## src/rtl/alu_sequencer.sv

```systemverilog
// Command sequencer in front of the 8-bit ALU datapath.
// Queues commands, issues them one at a time, returns results on valid/ready.
module alu_sequencer #(
    parameter int DEPTH = 4,
    parameter int W     = 8
) (
    input  logic         clk,
    input  logic         rst,
    input  logic         cmd_valid,
    output logic         cmd_ready,
    input  logic [2:0]   cmd_op,
    input  logic         cmd_load,
    input  logic [W-1:0] cmd_a,
    input  logic [W-1:0] cmd_b,
    input  logic [W-1:0] alu_result,
    output logic         alu_on,
    output logic [2:0]   in_sel,
    output logic [6:0]   out_sel,
    output logic [W-1:0] num1,
    output logic [W-1:0] num2,
    output logic         res_valid,
    input  logic         res_ready,
    output logic [W-1:0] res_data,
    output logic [2:0]   res_op,
    output logic         busy
);

    localparam int AW = $clog2(DEPTH);
    localparam logic [AW:0] FULL = DEPTH[AW:0];
    localparam logic [2:0] OP_CLR = 3'd7;

    localparam logic [2:0] SEL_RESET = 3'b001;
    localparam logic [2:0] SEL_LOAD  = 3'b010;

    typedef struct packed {
        logic [2:0]   op;
        logic         load;
        logic [W-1:0] a;
        logic [W-1:0] b;
    } cmd_t;

    typedef enum logic [1:0] {
        IDLE,
        ISSUE,
        CAPTURE,
        HOLD
    } state_t;

    state_t state;

    cmd_t fifo_mem [DEPTH];
    logic [AW-1:0] wr_ptr;
    logic [AW-1:0] rd_ptr;
    logic [AW:0]   count;

    cmd_t         head;
    cmd_t         cmd_pkt;
    logic         push;
    logic         pop;
    logic         fifo_empty;

    logic [2:0]   cur_op;
    logic [W-1:0] acc;
    logic [W-1:0] cap_value;

    logic [2:0]   nxt_in_sel;
    logic [6:0]   nxt_out_sel;
    logic [W-1:0] nxt_num1;
    logic [W-1:0] nxt_num2;

    // FIFO handshake and pop decision
    always_comb begin
        cmd_pkt    = '{op: cmd_op, load: cmd_load, a: cmd_a, b: cmd_b};
        fifo_empty = (count == '0);
        cmd_ready  = (count != FULL);
        push       = cmd_valid && cmd_ready;
        head       = fifo_mem[rd_ptr];
        pop        = !fifo_empty &&
                     ((state == IDLE) ||
                      ((state == HOLD) && res_ready));
        busy       = (state != IDLE) || !fifo_empty;
    end

    // ALU drive values derived from the head command
    always_comb begin
        nxt_in_sel  = SEL_LOAD;
        nxt_out_sel = 7'b0000001 << head.op;
        nxt_num1    = head.load ? head.a : acc;
        nxt_num2    = head.b;
        if (head.op == OP_CLR) begin
            nxt_in_sel  = SEL_RESET;
            nxt_out_sel = '0;
            nxt_num1    = '0;
            nxt_num2    = '0;
        end
    end

    // Value captured from the ALU; CLR forces zero
    always_comb begin
        cap_value = (cur_op == OP_CLR) ? '0 : alu_result;
    end

    // FIFO storage, no reset needed for data
    always_ff @(posedge clk) begin
        if (push) begin
            fifo_mem[wr_ptr] <= cmd_pkt;
        end
    end

    // FIFO pointers and occupancy
    always_ff @(posedge clk) begin
        if (rst) begin
            wr_ptr <= '0;
            rd_ptr <= '0;
            count  <= '0;
        end else begin
            if (push) begin
                wr_ptr <= wr_ptr + 1'b1;
            end
            if (pop) begin
                rd_ptr <= rd_ptr + 1'b1;
            end
            unique case ({push, pop})
                2'b10:   count <= count + 1'b1;
                2'b01:   count <= count - 1'b1;
                default: count <= count;
            endcase
        end
    end

    // Sequencer FSM with registered ALU drives and result port
    always_ff @(posedge clk) begin
        if (rst) begin
            state     <= IDLE;
            acc       <= '0;
            cur_op    <= '0;
            alu_on    <= 1'b0;
            in_sel    <= SEL_RESET;
            out_sel   <= '0;
            num1      <= '0;
            num2      <= '0;
            res_valid <= 1'b0;
            res_data  <= '0;
            res_op    <= '0;
        end else begin
            alu_on <= 1'b1;

            if (pop) begin
                in_sel  <= nxt_in_sel;
                out_sel <= nxt_out_sel;
                num1    <= nxt_num1;
                num2    <= nxt_num2;
                cur_op  <= head.op;
            end

            unique case (state)
                IDLE: begin
                    if (pop) begin
                        state <= ISSUE;
                    end
                end
                ISSUE: begin
                    state <= CAPTURE;
                end
                CAPTURE: begin
                    res_data  <= cap_value;
                    acc       <= cap_value;
                    res_op    <= cur_op;
                    res_valid <= 1'b1;
                    state     <= HOLD;
                end
                HOLD: begin
                    if (res_ready) begin
                        res_valid <= 1'b0;
                        state     <= pop ? ISSUE : IDLE;
                    end
                end
                default: begin
                    state <= IDLE;
                end
            endcase
        end
    end

endmodule
```

## config.mk

```make
export PLATFORM = sky130hd
export DESIGN_NAME = alu_sequencer
export DESIGN_NICKNAME = d
export VERILOG_FILES = /design/src/rtl/alu_sequencer.sv
export SDC_FILE = /design/constraint.sdc
export NUM_CORES = 1
export LEC_CHECK = 0
export CORE_MARGIN = 2
export CORE_UTILIZATION = 50
export CTS_BUF_LIST = sky130_fd_sc_hd__clkbuf_4 sky130_fd_sc_hd__clkbuf_8
export DETAILED_ROUTE_END_ITERATION = 6
export PLACE_DENSITY = 0.85
export SYNTH_ARGS = -nofsm -noshare
export SYNTH_HDL_FRONTEND = slang
export SYNTH_SLANG_ARGS = --single-unit
```

## constraint.sdc

```tcl
create_clock -name clk -period 2.5 [get_ports clk]
set_input_delay 0.375 -clock clk [delete_from_list [all_inputs] [get_ports clk]]
set_output_delay 0.375 -clock clk [all_outputs]
set_load 0.01 [all_outputs]
```

# After elaboration in Yosys (flattened, before gate mapping)
# Memories as Yosys holds them, arrays and structs flattened. A register that Yosys moved wholly into a read port is not among the register bits.
# Index checks and enable logic that the tools add are counted.
op_classes:
  add_sub_neg: 4
  reduce_logical: 13
  shift: 1
  n_eq_ne: 10
  mux: 18
ops:
  columns: ["operator", "n"]
  rows:
  - ["8-bit two-way mux", 4]
  - ["2-bit two-way mux", 5]
  - ["2-bit case mux with 4 select lines", 1]
  - ["7-bit two-way mux", 1]
  - ["1-bit by 3-bit left shift with 7-bit output (first input constant)", 1]
  - ["2-bit == test (second input constant)", 3]
  - ["3-bit == test (second input constant)", 2]
  - ["3-bit case mux with 2 select lines", 1]
  - ["2-bit nonzero test", 3]
  - ["1-bit two-way mux", 5]
  - ["2-bit by 1-bit adder with 2-bit output (second input constant)", 2]
  - ["2-bit by 1-bit == test with 1-bit output (second input constant)", 2]
  - ["2-bit inequality test (second input constant)", 2]
  - ["2-bit AND reduction", 2]
  - ["3-bit by 1-bit adder with 3-bit output (second input constant)", 1]
  - ["1-bit logical AND", 3]
  - ["3-bit zero test", 1]
  - ["3-bit inequality test (second input constant)", 1]
  - ["3-bit by 1-bit subtractor with 3-bit output (second input constant)", 1]
  - ["2-bit zero test", 1]
  - ["1-bit logical OR", 2]
  - ["1-bit case mux with 2 select lines", 1]
  - ["1-bit zero test", 1]
totals:
  ram_bits: 80
  regBits: 51
  memories: 1
  word_cells: 60
  in_bits: 32
memory_table:
  columns: ["name", "words", "width", "rd", "rd_clocked_by_memory_dff", "wr", "line_no", "rtl"]
  rows:
  - ["fifo_mem", 4, 20, 1, 1, 1, "51", "cmd_t fifo_mem [DEPTH];"]

# Depth between registers and ports, before layout
# Gate-level depths: netlist of the first run.
logic_depth:
  depth_word: 7
  ltp_mapped: 11
  ltp_nobuf: 10

# Worst setup path after synthesis of the first run
# No wires, ideal clock.
synth_timing:
  kind: "reg-to-reg"
  start: "reg state[0]"
  end: "reg count[2]"
  path_stages_with_launch: 12
  t_required_ps: 2429
  arrival_time_ps: 2431
  slack_ps: -2
  setup_time_ps: 71
  cell_sequence: "dfxtp_1 inv_1 ha_1 a21oi_1 or2_2 inv_1 clkbuf_1 ha_1 fa_1 xnor2_1 or3_1 a21oi_1"
synth_between:
  elab_chain_len: 6
  word_cells_on_any_way: 9
synth_lines:
  columns: ["item", "line_no", "rtl"]
  rows:
  - ["start: declaration", "49", "state_t state;"]
  - ["start signal: assignment", "175", "state <= pop ? ISSUE : IDLE;"]
  - ["2-bit == test", "80", "((state == HOLD) && res_ready));"]
  - ["1-bit logical AND", "80", null]
  - ["1-bit logical OR *", "79", "((state == IDLE) ||"]
  - ["1-bit logical AND *", "78", "pop = !fifo_empty &&"]
  - ["via pop", "59", "logic pop;"]
  - ["2-bit by 1-bit == test with 1-bit output or 2-bit == test (tied branches)", "123", "unique case ({push, pop})"]
  - ["3-bit case mux with 2 select lines or 2-bit nonzero test (tied branches)", null, null]
  - ["end signal: assignment", "124", "2'b10: count <= count + 1'b1;"]
  - ["end signal: assignment", "125", "2'b01: count <= count - 1'b1;"]
  - ["end signal: assignment", "126", "default: count <= count;"]
  - ["end: declaration", "54", "logic [AW:0] count;"]
# The timed path passes the listed nets; every way through them passes the cells marked *.
# A chain may end at the register's enable or synchronous reset.

# Final worst setup path of the first run
layout_timing:
  start: "reg state[1]"
  end: "reg count[2]"
layout_between:
  elab_chain_len: 6
  word_cells_on_any_way: 9
layout_lines:
  columns: ["item", "line_no"]
  rows:
  - ["2-bit == test", "80"]
  - ["1-bit logical AND", "80"]
  - ["1-bit logical OR *", "79"]
  - ["1-bit logical AND *", "78"]
  - ["2-bit by 1-bit == test with 1-bit output or 2-bit == test (tied branches)", "123"]
  - ["3-bit case mux with 2 select lines or 2-bit nonzero test (tied branches)", null]
# Mark *: on every way between the ends. The rest lies on a longest branch, timed or not.

==> results of run 1 <==
## cell type report
type                       instances  area [µm²]
clock buffer                      21       276.5
clock inverter                    11       156.4
fill                             697        3415
inverter                          16       60.06
multi-input combinational        157        1478
sequential                       132        3445
tap                              133       166.4
timing repair buffer              86       823.3
## cell usage after synthesis, types with 4 or more instances
cell type	number	area, µm²
a22oi_1	11	82.58
mux4_1	7	183.9
o2bb2ai_1	6	52.55
ha_1	9	112.6
inv_1	15	56.30
dfxtp_1	52	1041
clkbuf_1	9	33.78
a21oi_1	12	60.06
mux2i_1	13	130.1
nand2_1	16	60.06
and3_1	5	31.28
edfxtp_1	80	2402
o2bb2ai_2	10	150.1
nor2_1	25	93.84
mux4_2	13	292.8
xnor2_1	4	35.03
## kinds of logic after synthesis
family	share of synthesized area
fa+ha+maj	0.02617
mux	0.1198
flops	0.6795
xor+xnor	0.008642
compound gates	0.07852
other cells	0.0007400
buf+inv	0.03012
simple gates	0.05654
## where the power goes
group	total, mW	leakage, nW	switching (mW)	internal (mW)
clock	1.91	0.224	0.756	1.15
sequential	2.94	1.16	0.235	2.70
combinational	2.11	0.899	1.08	1.03
total	6.95	2.28	2.07	4.88
## registers in the layout (all words and copies together), names as in the netlist, 3 cells and up, named ones only
register	flops
fifo_mem	80
num1	8
acc	8
res_op	3
out_sel	7
count	3
num2	8
cur_op	3
## through the flow
stage / instance area (µm²) / total power, mW / TNS [ps] / hold slack (ps)
3_3_place_gp: 5971 / 4.980 / 0 / 443.4
3_5_place_dp: 5971 / 5.092 / -7.335 / 451.5
5_1_grt: 6405 / 7.298 / 0 / 486.3
2_1_floorplan: 5071 / 4.241 / 0 / 449.0
4_1_cts: 6404 / 6.996 / 0 / 461.1
6_report: 6405 / 6.949 / 0 / 464.4
## metal layers
metal  vias up  routed length [µm]  global-route usage
met1      1469                4130              0.2384
met2        89                5332              0.3389
met4         0                 158             0.08286
met5         -                   0                   0
li1       1387                   -                   -
met3        13                 561             0.05614
## worst paths after layout
check / startpoint / to / slack, ps
min: out_sel[6]$_SDFFE_PP0P_ / out_sel[6]$_SDFFE_PP0P_ / 460
max: state[1]$_SDFFE_PP0P_ / count[2]$_SDFFE_PP0P_ / 150
max reg2reg: state[1]$_SDFFE_PP0P_ / count[2]$_SDFFE_PP0P_ / 150
min reg2reg: out_sel[6]$_SDFFE_PP0P_ / out_sel[6]$_SDFFE_PP0P_ / 460
## repair_timing
item | 4_1_cts | 5_1_grt
setup endpoints to repair | 0 | 1
resized for setup | 0 | 1
hold buffers | 0 | 0
## critical path, cell delays in order, from the launching register on
cell     delay, ps
dfxtp_1        400
inv_1           90
ha_1           240
a21oi_2        160
or2_2          140
inv_1           50
ha_1           220
fa_1           390
xnor2_1        140
or3_1          310
a21oi_1        140
==> impl_metrics.py, run 1 <==
metrics = {
    "run_status": {
        "outcome": "finished, final reports clean",
    },
    "cells_and_area": {
        "final_common_cell": "edfxtp_1",
        "fin_nets": 452,
        "utilization": 0.6523,
        "syn2layout_area_growth_pct": 26.40,
        "final_cell_mix": "80 x edfxtp_1, 71 x clkdlybuf4s50_1, 51 x dfxtp_1",
        "final_cells": 556,
        "drive_gt1_frac": 0.1797,
        "diodes": 0,
    },
    "sta": {
        "period_needed_ps": 2352,
        "fin_skew_ps": 13.53,
        "slew_headroom": 0.3572,
        "worstMarginPinSlew_ps": 963.2,
        "fmax_ghz": 0.4252,
        "fin_ws_ps": 148.0,
        "finalSetupViolCount": 0,
        "finalCritPeriodShare": 0.9408,
        "rsz0062_at_grt": "false",
        "drv_slew": 0,
        "hold_viol": 0,
    },
    "clock_network": {
        "post-cts-setup-buffer-count": 0,
        "cts_buffers": 17,
        "clockBufferDepth": 2,
        "htree_levels": 4,
        "clock_sinks": 132,
        "clock_latency_ps": 430,
        "cts-root-buf": "clkbuf_8",
        "path_clk_slew_ps": 70,
        "cts_tree": "yes",
    },
    "routing": {
        "totalWireLength_um": 10180,
        "avgRoutedWirePerCell_um": 18.31,
        "dr.pass1.iters": 4,
        "avgViaCountPerCell": 5.320,
        "detail-route-antenna-nets": 0,
        "drt_iter0_drc": 200,
        "drc": 0,
        "via_count": 2958,
    },
    "pwr": {
        "leakage_nw": 2.281,
        "power_density_nw_per_um2": 1085,
        "ir_drop_mv": 0.5813,
    },
    "floorplanning": {
        "die_width_um": 104.7,
        "start_util": 0.5161,
        "fp-row-count": 36,
        "fp.coreArea_um2": 9819,
        "fp.dieArea_um2": 10960,
        "die_h_um": 104.7,
        "io_pins": 73,
    },
    "yosys": {
        "yosysSeqAreaShare": 0.6795,
        "synth_seq_cells": 132,
        "yosys_warnings": 0,
        "syn_inst": 320,
        "synth_cell_types": 41,
        "syn_nets": 362,
        "synth-edff-count": 80,
        "netlist_area_um2": 5067,
        "postSynthAreaPerCell_um2": 15.84,
        "async_reset_ff_frac": 0,
        "synthFlopType": "edfxtp_1",
    },
    "worst_setup_path": {
        "crit_required_ps": 2860,
        "path_class": "reg -> reg",
        "cp.arrival_ps": 2710,
        "reg2reg_depth": 10,
        "crit_path_end_kind": "flop",
        "worst-path-max-fanout": 5,
        "crit_path_start_kind": "flop",
    },
    "placed_design": {
        "place_ws_ps": -7.335,
        "place_congestion": 0.7652,
        "placed_cells": 524,
        "dp.final_hpwl_um": 6817,
        "port-buffer-count": 71,
    },
    "global_route": {
        "grt_overflow": 0,
        "track_usage": 0.1990,
        "grt_first_pass_wirelength_um": 16340,
        "grt_pass1_vias": 3094,
        "antenna_found_initial": 0,
        "grt_max_degree": 30,
    },
    "min_path": {
        "hp-class": "reg -> reg",
        "holdPathStages": 2,
    },
    "job": {
        "cap_violations": 0,
    },
}
Power figures use the tool's default switching activity.
==> inputs of run 2 (changes only) <==
--- a/config.mk
+++ b/config.mk
@@ -5,7 +5,6 @@
 export SDC_FILE = /design/constraint.sdc
 export NUM_CORES = 1
 export LEC_CHECK = 0
-export CORE_MARGIN = 2
 export CORE_UTILIZATION = 50
 export CTS_BUF_LIST = sky130_fd_sc_hd__clkbuf_4 sky130_fd_sc_hd__clkbuf_8
 export DETAILED_ROUTE_END_ITERATION = 6
==> run 2 against run 1 <==
Via count rose by 2.4%; die area fell by 3.8%; routed wire length rose by 1.3%; sequential share of layout area fell by 0.22 points; clock-buffer cell count fell by 2; critical path type unchanged; critical endpoint unchanged; largest power group unchanged.
==> impl_metrics.py, run 2 (synthesis results as in run 1) <==
metrics = {
    "worst_setup_path": {
        "path_cells": "inv_1, ha_1, a21oi_2, or2_2, inv_1, ha_1, fa_1, xnor2_1, or3_1, a21oi_1",
        "cp.arrival_ps": 2690,
        "crit_required_ps": 2870,
        "crit_path_end_kind": "flop",
        "crit_slowest_cell": "dfxtp_1",
        "reg2reg_depth": 10,
        "path_class": "reg -> reg",
        "reg2reg_from": "state[1]$_SDFFE_PP0P_",
        "worst-path-max-fanout": 5,
        "cpPeakStageDelay_ps": 400,
        "rrSetupSlack_ps": 180,
        "crit_path_start_kind": "flop",
        "reg2reg_to": "count[2]$_SDFFE_PP0P_",
    },
    "cells_and_area": {
        "final_cells": 558,
        "final_common_cell": "edfxtp_1",
        "regArea_um2": 3445,
        "nFillCells": 689,
        "multi_input_area_um2": 1475,
        "syn2layout_area_growth_pct": 26.91,
        "largest_register_ffs": 80,
        "drive_gt1_frac": 0.1812,
        "regMostFlops": "fifo_mem",
        "diodes": 0,
        "final_cell_mix": "80 x edfxtp_1, 71 x clkdlybuf4s50_1, 51 x dfxtp_1",
        "fin_nets": 454,
    },
    "sta": {
        "worstMarginPinSlew_ps": 748.0,
        "slew_headroom": 0.4995,
        "fin_hold_ws_ps": 466.1,
        "finalSetupViolCount": 0,
        "fin_skew_ps": 13.56,
        "finalSetupTns_ps": 0,
        "period_needed_ps": 2321,
        "hold_viol": 0,
        "drv_slew": 0,
        "rsz0062_at_grt": "false",
        "fmax_ghz": 0.4308,
        "finalCritPeriodShare": 0.9286,
        "fin_ws_ps": 178.6,
    },
    "routing": {
        "dr.pass1.iters": 4,
        "totalWireLength_um": 10320,
        "avgViaCountPerCell": 5.427,
        "drc": 0,
        "via_count": 3028,
        "avgRoutedWirePerCell_um": 18.49,
        "detail-route-antenna-nets": 0,
        "drt_iter0_drc": 182,
    },
    "floorplanning": {
        "fp-row-count": 36,
        "fp.coreArea_um2": 9819,
        "start_util": 0.5161,
        "die_width_um": 102.7,
        "io_pins": 73,
        "fp.dieArea_um2": 10540,
        "die_h_um": 102.7,
    },
    "clock_network": {
        "clock_latency_ps": 440,
        "path_clk_slew_ps": 80,
        "clock_sinks": 132,
        "cts_hold_buf": 0,
        "htree_levels": 4,
        "clockBufferDepth": 2,
        "cts-root-buf": "clkbuf_8",
        "cts_buffers": 17,
        "cts_tree": "yes",
    },
    "placed_design": {
        "port-buffer-count": 71,
        "placed_cells": 526,
        "place_congestion": 0.7986,
        "place_ws_ps": 11.79,
        "dp.final_hpwl_um": 6749,
    },
    "global_route": {
        "grt_first_pass_wirelength_um": 16000,
        "track_usage": 0.2148,
        "grt_max_degree": 21,
        "antenna_found_initial": 0,
        "grt_pass1_vias": 3054,
        "grt_overflow": 0,
    },
    "pwr": {
        "combPwrFrac": 0.306,
        "ir_drop_mv": 0.4845,
        "leakage_nw": 2.277,
        "p_sw_mw": 2.157,
        "power_density_nw_per_um2": 1092,
        "swShare": 0.3071,
        "internal_power_mw": 4.867,
        "clock_power_share": 0.275,
        "power_frac_seq": 0.419,
        "power_mw": 7.023,
    },
    "min_path": {
        "worstHoldEndpoint": "out_sel[1]$_SDFFE_PP0P_",
        "holdPathStages": 2,
        "min-delay-start": "out_sel[1]$_SDFFE_PP0P_",
        "hp-class": "reg -> reg",
    },
    "job": {
        "cap_violations": 0,
    },
    "run_status": {
        "outcome": "finished, final reports clean",
    },
}
## run 2: cell count changes in the layout (fill, tap and decap cells not counted), sizes merged
cell,before,now
clkinv,6,5
buf,15,17
clkbuf,21,19
clkinvlp,1,4
## run 2: routing by layer
layer	share of wire	track usage	vias to the layer above
met4	0.036	0.1253	0
met2	0.50	0.3518	112
met5	0	0	-
met1	0.42	0.2630	1488
li1	-	-	1399
met3	0.052	0.04814	29
## run 2: final cells by class
cell class                 instances  share of cell area
multi-input combinational        157              0.2294
inverter                          16            0.009339
sequential                       132              0.5356
timing repair buffer              88              0.1323
tap                              133             0.02588
clock buffer                      19             0.03872
clock inverter                    13             0.02879
## run 2: power by group through the flow
stage | Combinational, mW | Sequential [mW] | Clock, mW
after floorplan | 1.26 | 2.98 | 0
after CTS | 2.15 | 2.95 | 1.95
after global routing | 2.33 | 2.98 | 2.03
final | 2.15 | 2.94 | 1.93
after detailed placement | 2.11 | 2.99 | 0
after global placement | 2.05 | 2.97 | 0
## run 2: per-stage QoR
| stage | area [µm²] | utilization |
|---|---|---|
| final | 6431 | 0.6549 |
| after global routing | 6431 | 0.6549 |
| after CTS | 6430 | 0.6548 |
| after detailed placement | 5996 | 0.6106 |
| after global placement | 5996 | 0.6106 |
| after floorplan | 5071 | - |
## run 2: how the worst max path moves through the flow
stage	cells past startpoint	slack (ps)	end	start
after global placement	9	70	count[2]$_SDFFE_PP0P_	res_ready
after detailed placement	9	10	count[2]$_SDFFE_PP0P_	res_ready
after global routing	10	8	count[2]$_SDFFE_PP0P_	state[1]$_SDFFE_PP0P_
after CTS	10	140	count[2]$_SDFFE_PP0P_	state[0]$_SDFFE_PP0P_
final	10	180	count[2]$_SDFFE_PP0P_	state[1]$_SDFFE_PP0P_
after floorplan	11	70	count[2]$_SDFFE_PP0P_	state[0]$_SDFFE_PP0P_
## run 2: worst max-delay path, delay by kind of cell (launching register included)
family / cells / cell delay [ps]
buffers and inverters: 2 / 130
AOI/OAI and AO/OA: 2 / 290
adders and majority gates: 3 / 820
DFF: 1 / 400
xor gates and xnor gates: 1 / 150
and+or+nand+nor: 2 / 460
## run 2: repair_timing
item                                    CTS  global route
endpoints found under the setup margin    0             1
buffers inserted                          0             0
resized for setup                         0             1
==> inputs of run 3 (changes only) <==
--- a/config.mk
+++ b/config.mk
@@ -8,7 +8,7 @@
 export CORE_UTILIZATION = 50
 export CTS_BUF_LIST = sky130_fd_sc_hd__clkbuf_4 sky130_fd_sc_hd__clkbuf_8
 export DETAILED_ROUTE_END_ITERATION = 6
-export PLACE_DENSITY = 0.85
+export PLACE_DENSITY = 0.82
 export SYNTH_ARGS = -nofsm -noshare
 export SYNTH_HDL_FRONTEND = slang
 export SYNTH_SLANG_ARGS = --single-unit
==> constraint.sdc (replaced) <==
create_clock -name clk -period 2.4 [get_ports clk]
set_input_delay 0.36 -clock clk [delete_from_list [all_inputs] [get_ports clk]]
set_output_delay 0.36 -clock clk [all_outputs]
set_load 0.01 [all_outputs]
==> run 3 against run 2 <==
Power grew 3.8%; clock skew fell by 4.8 ps; clock-buffer cell count increased by 3; non-clock buffer count unchanged; flip-flop and latch count did not move; register-to-register slack worse by 30 ps; largest cell class unchanged; largest power group unchanged.
==> impl_metrics.py, run 3 (synthesis results as in run 1) <==
metrics = {
    "run_status": {
        "outcome": "finished, final reports clean",
    },
    "sta": {
        "worstMarginPinSlew_ps": 1033,
        "fmax_ghz": 0.4440,
        "hold_viol": 0,
        "finalCritPeriodShare": 0.9384,
        "fin_skew_ps": 8.808,
        "finalSetupViolCount": 0,
        "period_needed_ps": 2252,
        "slew_headroom": 0.3082,
        "fin_hold_ws_ps": 455.4,
        "drv_slew": 0,
    },
    "clock_network": {
        "cts_tree": "yes",
        "clock_latency_ps": 420,
        "cts_hold_buf": 0,
        "htree_levels": 4,
        "cts-root-buf": "clkbuf_8",
        "clockBufferDepth": 2,
        "cts_buffers": 17,
        "clock_sinks": 132,
        "post-cts-setup-buffer-count": 0,
        "path_clk_slew_ps": 70,
        "cts.repair.resized": 0,
    },
    "global_route": {
        "track_usage": 0.2022,
        "grt_max_degree": 30,
        "grt_overflow": 0,
        "grt_first_pass_wirelength_um": 15060,
        "antenna_found_initial": 0,
        "grt_pass1_vias": 2968,
    },
    "pwr": {
        "internal_power_mw": 5.132,
        "swShare": 0.2959,
        "p_sw_mw": 2.157,
        "ir_drop_mv": 0.6089,
        "combPwrFrac": 0.303,
        "leakage_nw": 2.295,
        "power_frac_seq": 0.420,
        "power_density_nw_per_um2": 1133,
        "clock_power_share": 0.277,
    },
    "worst_setup_path": {
        "crit_required_ps": 2750,
        "crit_path_start_kind": "flop",
        "worst-path-max-fanout": 4,
        "crit_slowest_cell": "fa_1",
        "crit_path_end_kind": "flop",
        "cpPeakStageDelay_ps": 380,
        "path_class": "reg -> reg",
        "path_cells": "inv_1, ha_2, a21oi_2, or2_2, inv_1, ha_1, fa_1, xnor2_1, or3_1, a21oi_2",
        "cp.arrival_ps": 2610,
    },
    "routing": {
        "avgRoutedWirePerCell_um": 17.55,
        "via_count": 2970,
        "detail-route-antenna-nets": 0,
        "dr.pass1.iters": 4,
        "totalWireLength_um": 9795,
        "drc": 0,
        "drt_iter0_drc": 175,
        "avgViaCountPerCell": 5.323,
    },
    "floorplanning": {
        "start_util": 0.5161,
        "fp.dieArea_um2": 10540,
        "io_pins": 73,
        "fp-row-count": 36,
        "die_h_um": 102.7,
        "die_width_um": 102.7,
        "fp.coreArea_um2": 9819,
    },
    "cells_and_area": {
        "regMostFlops": "fifo_mem",
        "final_common_cell": "edfxtp_1",
        "syn2layout_area_growth_pct": 26.99,
        "drive_gt1_frac": 0.1953,
        "fin_nets": 454,
        "largest_register_ffs": 80,
        "diodes": 0,
        "final_cell_mix": "80 x edfxtp_1, 71 x clkdlybuf4s50_1, 50 x dfxtp_1",
        "final_area_um2": 6435,
    },
    "placed_design": {
        "port-buffer-count": 71,
        "dp.final_hpwl_um": 6501,
        "place_area_um2": 5986,
        "place_congestion": 0.7531,
    },
    "min_path": {
        "hp-class": "reg -> reg",
    },
    "job": {
        "cap_violations": 0,
    },
}
## run 3: power groups by stage
| stage | combinational [mW] | clock [mW] | sequential (mW) |
|---|---|---|---|
| 5_1_grt | 2.41 | 2.14 | 3.10 |
| 3_3_place_gp | 2.11 | 0 | 3.08 |
| 4_1_cts | 2.21 | 2.04 | 3.06 |
| 6_report | 2.21 | 2.02 | 3.06 |
| 2_1_floorplan | 1.32 | 0 | 3.10 |
| 3_5_place_dp | 2.19 | 0 | 3.10 |
## run 3: worst max-delay path: cells and delay by family (launching register included)
kind	cells	cell delay (ps)
compound gates	2	280
buf+inv	2	130
simple gates	2	480
flops	1	350
fa+ha+maj	3	790
xor+xnor	1	150
## run 3: path summary, 6_finish.rpt
path	startpoint	cells past startpoint	endpoint	slack (ps)
max	state[0]$_SDFFE_PP0P_	10	count[2]$_SDFFE_PP0P_	150
min reg2reg	state[0]$_SDFFE_PP0P_	1	state[0]$_SDFFE_PP0P_	460
min	state[0]$_SDFFE_PP0P_	1	state[0]$_SDFFE_PP0P_	460
max reg2reg	state[0]$_SDFFE_PP0P_	10	count[2]$_SDFFE_PP0P_	150
## run 3: layout make-up
cell class,count,area [µm²]
Sequential cell,132,3446
Fill cell,697,3385
Multi-Input combinational cell,157,1486
Timing Repair Buffer,88,838.3
Clock buffer,22,284.0
Tap cell,133,166.4
Clock inverter,10,153.9
Inverter,16,60.06
## run 3: through the flow
| step | setup slack (ps) | utilization | power [mW] | TNS [ps] | instances |
|---|---|---|---|---|---|
| 3_3_place_gp | 13.77 | 0.6096 | 5.194 | 0 | 526 |
| 6_report | 147.8 | 0.6553 | 7.289 | 0 | 558 |
| 5_1_grt | -0.1470 | 0.6553 | 7.660 | -0.1470 | 558 |
| 4_1_cts | 86.25 | 0.6542 | 7.305 | 0 | 558 |
| 3_5_place_dp | -49.24 | 0.6096 | 5.288 | -50.94 | 526 |
| 2_1_floorplan | 8.895 | - | 4.422 | 0 | 320 |
## run 3: metal layers
layer	vias to the layer above	GRT usage	wire length (µm)
met4	0	0.09121	179
met1	1458	0.2374	4031
met2	103	0.3472	5056
li1	1392	-	-
met5	-	0	0
met3	17	0.05559	528
